### config.mk
export PLATFORM = sky130hd
export DESIGN_NAME = papuf_eval_ctrl
export DESIGN_NICKNAME = d
export VERILOG_FILES = /design/src/rtl/papuf_ctrl_pkg.sv /design/src/rtl/papuf_vote_acc.sv /design/src/rtl/papuf_eval_ctrl.sv
export SDC_FILE = /design/constraint.sdc
export NUM_CORES = 1
export LEC_CHECK = 0
export ABC_AREA = 1
export CAP_MARGIN = 30
export CORE_ASPECT_RATIO = 2
export CORE_UTILIZATION = 40
export DETAILED_ROUTE_END_ITERATION = 8
export DONT_BUFFER_PORTS = 1
export HOLD_SLACK_MARGIN = 0.08
export PLACE_DENSITY = 0.58
export SYNTH_ARGS = -nofsm -noshare
export SYNTH_HDL_FRONTEND = slang
export SYNTH_SLANG_ARGS = --single-unit
### constraint.sdc
create_clock -name clk -period 2.9 [get_ports clk]
set_input_delay 0.29 -clock clk [delete_from_list [all_inputs] [get_ports clk]]
set_output_delay 0.29 -clock clk [all_outputs]
set_load 0.02 [all_outputs]
### src/rtl/papuf_ctrl_pkg.sv
// -----------------------------------------------------------------------------
// papuf_ctrl_pkg
// Shared definitions for the pulse-arbiter PUF evaluation controller:
//   - state_t      : sequencer states
//   - DEF_*        : default widths and timing used by the controller
//   - cnt_width()  : bits needed to hold the values 0..maxval (minimum 1)
// -----------------------------------------------------------------------------
package papuf_ctrl_pkg;

    typedef enum logic [2:0] {
        IDLE    = 3'd0,
        SETUP   = 3'd1,
        PULSE   = 3'd2,
        SETTLE  = 3'd3,
        CAPTURE = 3'd4,
        DONE    = 3'd5
    } state_t;

    localparam int DEF_CW       = 16;
    localparam int DEF_RW       = 16;
    localparam int DEF_PULSE_W  = 4;
    localparam int DEF_SETTLE_W = 8;
    localparam int DEF_NREP     = 5;

    function automatic int cnt_width(input int maxval);
        if (maxval < 1) begin
            return 1;
        end
        return $clog2(maxval + 1);
    endfunction

endpackage

### src/rtl/papuf_vote_acc.sv
// -----------------------------------------------------------------------------
// papuf_vote_acc
// Per-bit ones counters for repeated PUF evaluations plus the majority vote
// and instability flags derived from them.
// Ports:
//   clk, rst       clock, synchronous active-high reset
//   clr            clears all counters (request accepted)
//   sample         adds the current response bits to the counters
//   bits[RW]       raw array response
//   vote[RW]       1 where more than half of the repeats returned 1
//   unstable[RW]   1 where the repeats did not all agree
// -----------------------------------------------------------------------------
module papuf_vote_acc
    import papuf_ctrl_pkg::*;
#(
    parameter int RW   = DEF_RW,
    parameter int NREP = DEF_NREP
) (
    input  logic          clk,
    input  logic          rst,
    input  logic          clr,
    input  logic          sample,
    input  logic [RW-1:0] bits,
    output logic [RW-1:0] vote,
    output logic [RW-1:0] unstable
);

    localparam int            OW   = cnt_width(NREP);
    localparam logic [OW-1:0] HALF = OW'(NREP / 2);
    localparam logic [OW-1:0] FULL = OW'(NREP);

    generate
        for (genvar gi = 0; gi < RW; gi++) begin : g_bit
            logic [OW-1:0] ones_reg;

            always_ff @(posedge clk) begin
                if (rst || clr) begin
                    ones_reg <= '0;
                end else if (sample && bits[gi]) begin
                    ones_reg <= ones_reg + 1'b1;
                end
            end

            // NREP is odd, so "more than half" never ties.
            assign vote[gi]     = (ones_reg > HALF);
            assign unstable[gi] = (ones_reg != '0) && (ones_reg != FULL);
        end
    endgenerate

endmodule

### src/rtl/papuf_eval_ctrl.sv
// -----------------------------------------------------------------------------
// papuf_eval_ctrl
// Sequencer for the 16x16 pulse-arbiter PUF array: accepts a challenge,
// drives it to the array, fires a launch pulse, waits a settle window,
// captures the response and returns it over a valid/ready port.
// Optional feature macro: PAPUF_MAJ_VOTE_EN -- repeat the pulse/settle/capture
// loop NREP times and return the per-bit majority plus disagreement flags.
// Ports:
//   clk, rst                 clock, synchronous active-high reset
//   req_valid/req_ready      challenge request handshake (ready only in IDLE)
//   req_challenge[CW]        challenge to evaluate
//   puf_challenge[CW]        registered challenge to the array
//   puf_pulse                registered launch pulse to the array
//   puf_response[RW]         raw array response, sampled in CAPTURE
//   rsp_valid/rsp_ready      response handshake
//   rsp_data[RW]             evaluated (or majority-voted) response
//   rsp_unstable[RW]         per-bit disagreement across repeats (vote only)
//   busy                     high in every state except IDLE
// -----------------------------------------------------------------------------
module papuf_eval_ctrl
    import papuf_ctrl_pkg::*;
#(
    parameter int CW       = DEF_CW,
    parameter int RW       = DEF_RW,
    parameter int PULSE_W  = DEF_PULSE_W,
    parameter int SETTLE_W = DEF_SETTLE_W,
    parameter int NREP     = DEF_NREP
) (
    input  logic          clk,
    input  logic          rst,
    input  logic          req_valid,
    output logic          req_ready,
    input  logic [CW-1:0] req_challenge,
    output logic [CW-1:0] puf_challenge,
    output logic          puf_pulse,
    input  logic [RW-1:0] puf_response,
    output logic          rsp_valid,
    input  logic          rsp_ready,
    output logic [RW-1:0] rsp_data,
    output logic [RW-1:0] rsp_unstable,
    output logic          busy
);

    localparam int PW_EFF = (PULSE_W < 1) ? 1 : PULSE_W;
    localparam int CNTW   = cnt_width((PW_EFF > SETTLE_W) ? PW_EFF : SETTLE_W);
    localparam logic [CNTW-1:0] PULSE_LOAD  = CNTW'(PW_EFF - 1);
    localparam logic [CNTW-1:0] SETTLE_LOAD = CNTW'((SETTLE_W > 0) ? SETTLE_W - 1 : 0);

`ifdef PAPUF_MAJ_VOTE_EN
    localparam int REPS = NREP;
`else
    localparam int REPS = 1;
`endif
    // Repeat counter is sized for NREP in both builds so the datapath is shared.
    localparam int              REPW     = cnt_width(NREP);
    localparam logic [REPW-1:0] LAST_REP = REPW'(REPS - 1);

    state_t          state_reg, state_next;
    logic [CNTW-1:0] cnt_reg;
    logic [REPW-1:0] rep_reg;
    logic [CW-1:0]   puf_challenge_reg;
    logic            puf_pulse_reg;
    logic            accept;
    logic            capture_en;

    assign accept     = req_valid && req_ready;
    assign capture_en = (state_reg == CAPTURE);

    // State register
    always_ff @(posedge clk) begin
        if (rst) begin
            state_reg <= IDLE;
        end else begin
            state_reg <= state_next;
        end
    end

    // Next-state logic
    always_comb begin
        state_next = state_reg;
        case (state_reg)
            IDLE:    if (req_valid) state_next = SETUP;
            SETUP:   state_next = PULSE;
            PULSE:   if (cnt_reg == '0) state_next = (SETTLE_W > 0) ? SETTLE : CAPTURE;
            SETTLE:  if (cnt_reg == '0) state_next = CAPTURE;
            CAPTURE: state_next = (rep_reg == LAST_REP) ? DONE : PULSE;
            DONE:    if (rsp_ready) state_next = IDLE;
            default: state_next = IDLE;
        endcase
    end

    // Output logic
    always_comb begin
        req_ready = (state_reg == IDLE);
        busy      = (state_reg != IDLE);
        rsp_valid = (state_reg == DONE);
    end

    // Counters, challenge and pulse registers. The pulse register follows the
    // state the FSM is entering, so it is high exactly during PULSE cycles
    // without any combinational path to the pin.
    always_ff @(posedge clk) begin
        if (rst) begin
            puf_challenge_reg <= '0;
            puf_pulse_reg     <= 1'b0;
            cnt_reg           <= '0;
            rep_reg           <= '0;
        end else begin
            puf_pulse_reg <= (state_next == PULSE);

            if (accept) begin
                puf_challenge_reg <= req_challenge;
                rep_reg           <= '0;
            end else if (capture_en) begin
                rep_reg <= rep_reg + 1'b1;
            end

            // Load on entry, count down to zero while the state holds.
            if (state_next != state_reg) begin
                case (state_next)
                    PULSE:   cnt_reg <= PULSE_LOAD;
                    SETTLE:  cnt_reg <= SETTLE_LOAD;
                    default: cnt_reg <= '0;
                endcase
            end else if (cnt_reg != '0) begin
                cnt_reg <= cnt_reg - 1'b1;
            end
        end
    end

    assign puf_challenge = puf_challenge_reg;
    assign puf_pulse     = puf_pulse_reg;

`ifdef PAPUF_MAJ_VOTE_EN
    papuf_vote_acc #(
        .RW   (RW),
        .NREP (NREP)
    ) u_vote_acc (
        .clk      (clk),
        .rst      (rst),
        .clr      (accept),
        .sample   (capture_en),
        .bits     (puf_response),
        .vote     (rsp_data),
        .unstable (rsp_unstable)
    );
`else
    logic [RW-1:0] rsp_data_reg;

    always_ff @(posedge clk) begin
        if (rst) begin
            rsp_data_reg <= '0;
        end else if (capture_en) begin
            rsp_data_reg <= puf_response;
        end
    end

    assign rsp_data     = rsp_data_reg;
    assign rsp_unstable = '0;
`endif

endmodule

* Word-level counts from Yosys, hierarchy flattened
Index checks and enable logic that the tools add are counted.
** Storage, ports and cells
- Bits in registers :: 43
- Input port bits :: 36
- Output and inout bits :: 52
- Word-level logic and storage cells :: 33
** Operators by class
- $add $sub $neg :: 2
- Equal/unequal tests :: 8
- Mux-type cells :: 9
- Reduce and logical (&&, ||, !) cells :: 8
** Operator list (number)
- $pmux 3 s6 :: 1
- $mux 3 :: 5
- $eq 3x2->1 const B :: 4
- $mux 4 :: 2
- $eq 3x3->1 const B :: 2
- $logic_not 3->1 :: 2
- $pmux 3 s2 :: 1
- $logic_not 4->1 :: 1
- $reduce_bool 4->1 :: 1
- $sub 4x1->4 const B :: 1
- $add 3x1->3 const B :: 1
- $eq 3x1->1 const B :: 1
- $ne 3x3->1 :: 1
- $reduce_bool 3->1 :: 1
- $reduce_bool 2->1 :: 1
- $reduce_or 2->1 :: 1
- $logic_and 1x1->1 :: 1

* Depth between registers and ports, before layout
- Depth after elaboration :: 6
- Depth in mapped cells :: 13
- Mapped depth without buffers :: 13

* Worst setup path before layout
No wires, ideal clock.
- Path type :: register -> register
- From :: reg cnt_reg[0]
- To :: reg cnt_reg[1]
- Library setup time :: 128 ps
- Data arrival time :: 1445 ps
- Path slack :: 1328 ps
- Cell stages (with the launch flop) :: 14
- Path buffers :: 0
- Cells stage by stage :: dfxtp_1 > inv_1 > ha_1 > nand3_1 > nand2_1 > nand2_1 > nor2_2 > nand2_2 > nand2_1 > nand3_2 > nand2_1 > nand2_1 > nor2_1 > nor2_1
** Between the ends
- Cells in the longest elaborated chain, start to end :: 6
** Ends and longest elaborated chain
- from (decl) :: line papuf_eval_ctrl.sv:59 : logic [CNTW-1:0] cnt_reg;
- from (signal assigned) :: line papuf_eval_ctrl.sv:126 : cnt_reg <= cnt_reg - 1'b1;
- $logic_not 4->1 :: line papuf_eval_ctrl.sv:84, papuf_eval_ctrl.sv:85
- $mux 3, on equally long branches :: line papuf_eval_ctrl.sv:85, papuf_eval_ctrl.sv:84
- $pmux 3 s6 :: line papuf_eval_ctrl.sv:81 : case (state_reg)
- $eq 3x2->1 :: line papuf_eval_ctrl.sv:120 : case (state_next)
- $pmux 3 s2 :: line papuf_eval_ctrl.sv:120
- $mux 4 :: line papuf_eval_ctrl.sv:119 : if (state_next != state_reg) begin
Parallel ways exist; a longest one is shown, timed or not. The select of a mux whose other input is x is not followed.
A chain may end at the register's enable or synchronous reset.

* Final worst setup path
- From :: reg state_reg[0]
- To :: out req_ready
** Between the ends
- Cells in the longest elaborated chain, start to end :: 1
** Ends and longest elaborated chain
- from (decl) :: line papuf_eval_ctrl.sv:58 : state_t state_reg, state_next;
- from (signal assigned) :: line papuf_eval_ctrl.sv:74 : state_reg <= state_next;
- $logic_not 3->1 :: line papuf_eval_ctrl.sv:94 : req_ready = (state_reg == IDLE);
- to (decl) :: line papuf_eval_ctrl.sv:32 : output logic req_ready,
No other way between the ends.

==> metrics.txt <==
clk buf depth 2; largest cells by area after synthesis dfxtp_1 (45%), nand2_1 (7.8%), nor2_1 (7.8%); routed wire length per instance 13.61 um; YS warnings 0; initial antenna violation count 0; First DRT Iteration DRCs 18; WP depth 3; Hold Path Class input port to flip-flop; CTS tree built; final period utilization 67.90%; synth-to-layout area growth 2.878%; worst skew pair latency 290 ps; Max Slew Vio Count 0; Setup crit start kind flip-flop; post-synthesis sequential area ratio 45.00%; clk sink count 43; Reg2Reg Depth 5; CP Cell Sequence nor2_2 -> nand2_1 -> clkinv_1; Syn Area/Cell ~7.5 um^2; final WL 4.191 mm; synth unique cells 29; Final Setup Violations 0; P_leak approximately 0.87 nW; most common cell after layout, fill and taps aside dfxtp_1; Port Buf Inserts 0; number of remaining DRC errors 0; Global Route Usage Sum 17.53%; Synth Cell Area 1913 um^2; first-pass GRT wire length 6.665 mm; Top delay family on crit path buffers and inverters; total number of vias between 1500 and 2000; Pre-antenna DRT Iters 4; flops & latches, synth 43; share of layout cells above drive strength 1 8.696%; TNS Setup 0 ps; Post-CTS Setup Bufs 0; row count 35; fmax 0.5079 GHz; pin count of the biggest net entering global routing 23; Slew HR a little under half; IO Pins 88; Placer Congestion between 0.8 and 0.9; Yosys top cell area share 45.00%; Final nets 291; CP Capture Type output port; Worst Max-Slew Pin Slew between 800 and 900 ps; Max stage delay cell, worst path clkinv_1; run status finished, final reports clean; Layout Utilization 42.80%; Die Wd slightly above 50 um; vias in the first global route 1510; commonest non-fill, non-tap cells in the layout dfxtp_1 (43), nand2_1 (40), nor2_1 (40), nand3_1 (27), a21oi_1 (21); Buf+Inv Stages, Crit Path 1; Post-Route Skew 2.830 ps; Routed Antenna Nets 0; CP required roughly 2600 ps; die area just over 5000 um^2; Initial Util 41.61%; vias per cell 5.029; core box area roughly 4600 um^2; number of diodes 0; Syn Inst Count 255; hpwl dp between 2 and 3 mm; Worst EP arrival 1680 ps; CTS Buf Count 5; Fin. Hold Viols 0; max incr delay on CP 540 ps; PwrDens 840.0 nW/um^2; Hold Path Depth 2; Worst-path clk slew 80 ps; Max Cap Viol 0; Root Buffer clkbuf_8; RSZ-0062 raised after global routing false; minimum clock period about 2000 ps; die height 99.80 um; area leader, netlist dfxtp_1; Setup CP Type flip-flop to output port; crit-path max FO 17; CTS H-tree lvls 2; GRT Residual Overflow 0; Max VDD drop around 0.00043 V
path summary, 6_finish.rpt:
| kind | from | end | slack (ps) |
|---|---|---|---|
| worst max-delay path | state_reg[0] | req_ready | 930 |
| worst min-delay path | puf_response[12] | rsp_data[12] | 130 |
| worst max register to register | state_reg[0] | puf_challenge[1] | 1050 |
| worst min register to register | rep_reg[2] | rep_reg[2] | 470 |
cell type report:
class	count	area, um^2
fill	520	2630
multi-input combinational	181	864.6
timing repair buffer	2	17.52
clock inverter	2	12.51
tap	55	68.82
sequential	43	860.8
inverter	19	71.32
clock buffer	6	72.57
cells by family after synthesis:
family	after synthesis	share of synthesized area (%)
fa+ha+maj	3	1.962
compound gates	39	10.73
flops	43	45.00
xor+xnor	2	0.9158
buf+inv	46	12.75
other cells	1	0.1960
simple gates	121	28.45
through the flow:
stage	worst slack [ps]	cell area (um^2)	total power, mW	std cells	hold WS (ps)
floorplan	1328	1969	1.228	270	367.5
global placement	1086	1873	1.294	299	362.2
global route	803.9	1968	1.769	308	122.7
detailed placement	1086	1873	1.296	299	364.6
finish	931.0	1968	1.653	308	130.1
CTS	915.1	1968	1.681	308	122.1
worst register-to-register path: stages, from the launching register on:
cell and delay (ps):
dfxtp_1 520, nor2_2 110, nand2_1 210, clkinv_1 540, nand3_1 240, a21oi_1 90
metal layers:
| layer | track usage [%] | part of all wire, % | vias to the layer above |
|---|---|---|---|
| met5 | 0 | 0 | - |
| met4 | 10.26 | 2.3 | 0 |
| met3 | 3.636 | 4.6 | 7 |
| met2 | 32.89 | 56 | 53 |
| met1 | 16.56 | 38 | 709 |
| li1 | - | - | 780 |
repair_timing:
action | CTS | global route
endpoints found under the hold margin | 21 | 0
gates resized for setup | 0 | 0
hold buffers | 1 | 0
synthesized netlist by cell type, drive strengths merged:
cell and instances:
a21oi 22, and2 1, buf 22, clkbuf 5
clkinv 1, conb 1, dfxtp 43, ha 3
inv 18, nand2 43, nand3 30, nand4 2
nor2 42, nor3 2, nor4 1, o21ai 16
o21bai 1, xnor2 1, xor2 1
power by group:
group	switching (mW)	internal (mW)	total (mW)
clock network	0.205	0.168	0.373
logic	0.345	0.154	0.499
registers	0.115	0.666	0.781
Note: power is estimated with default switching activity, not from simulation.
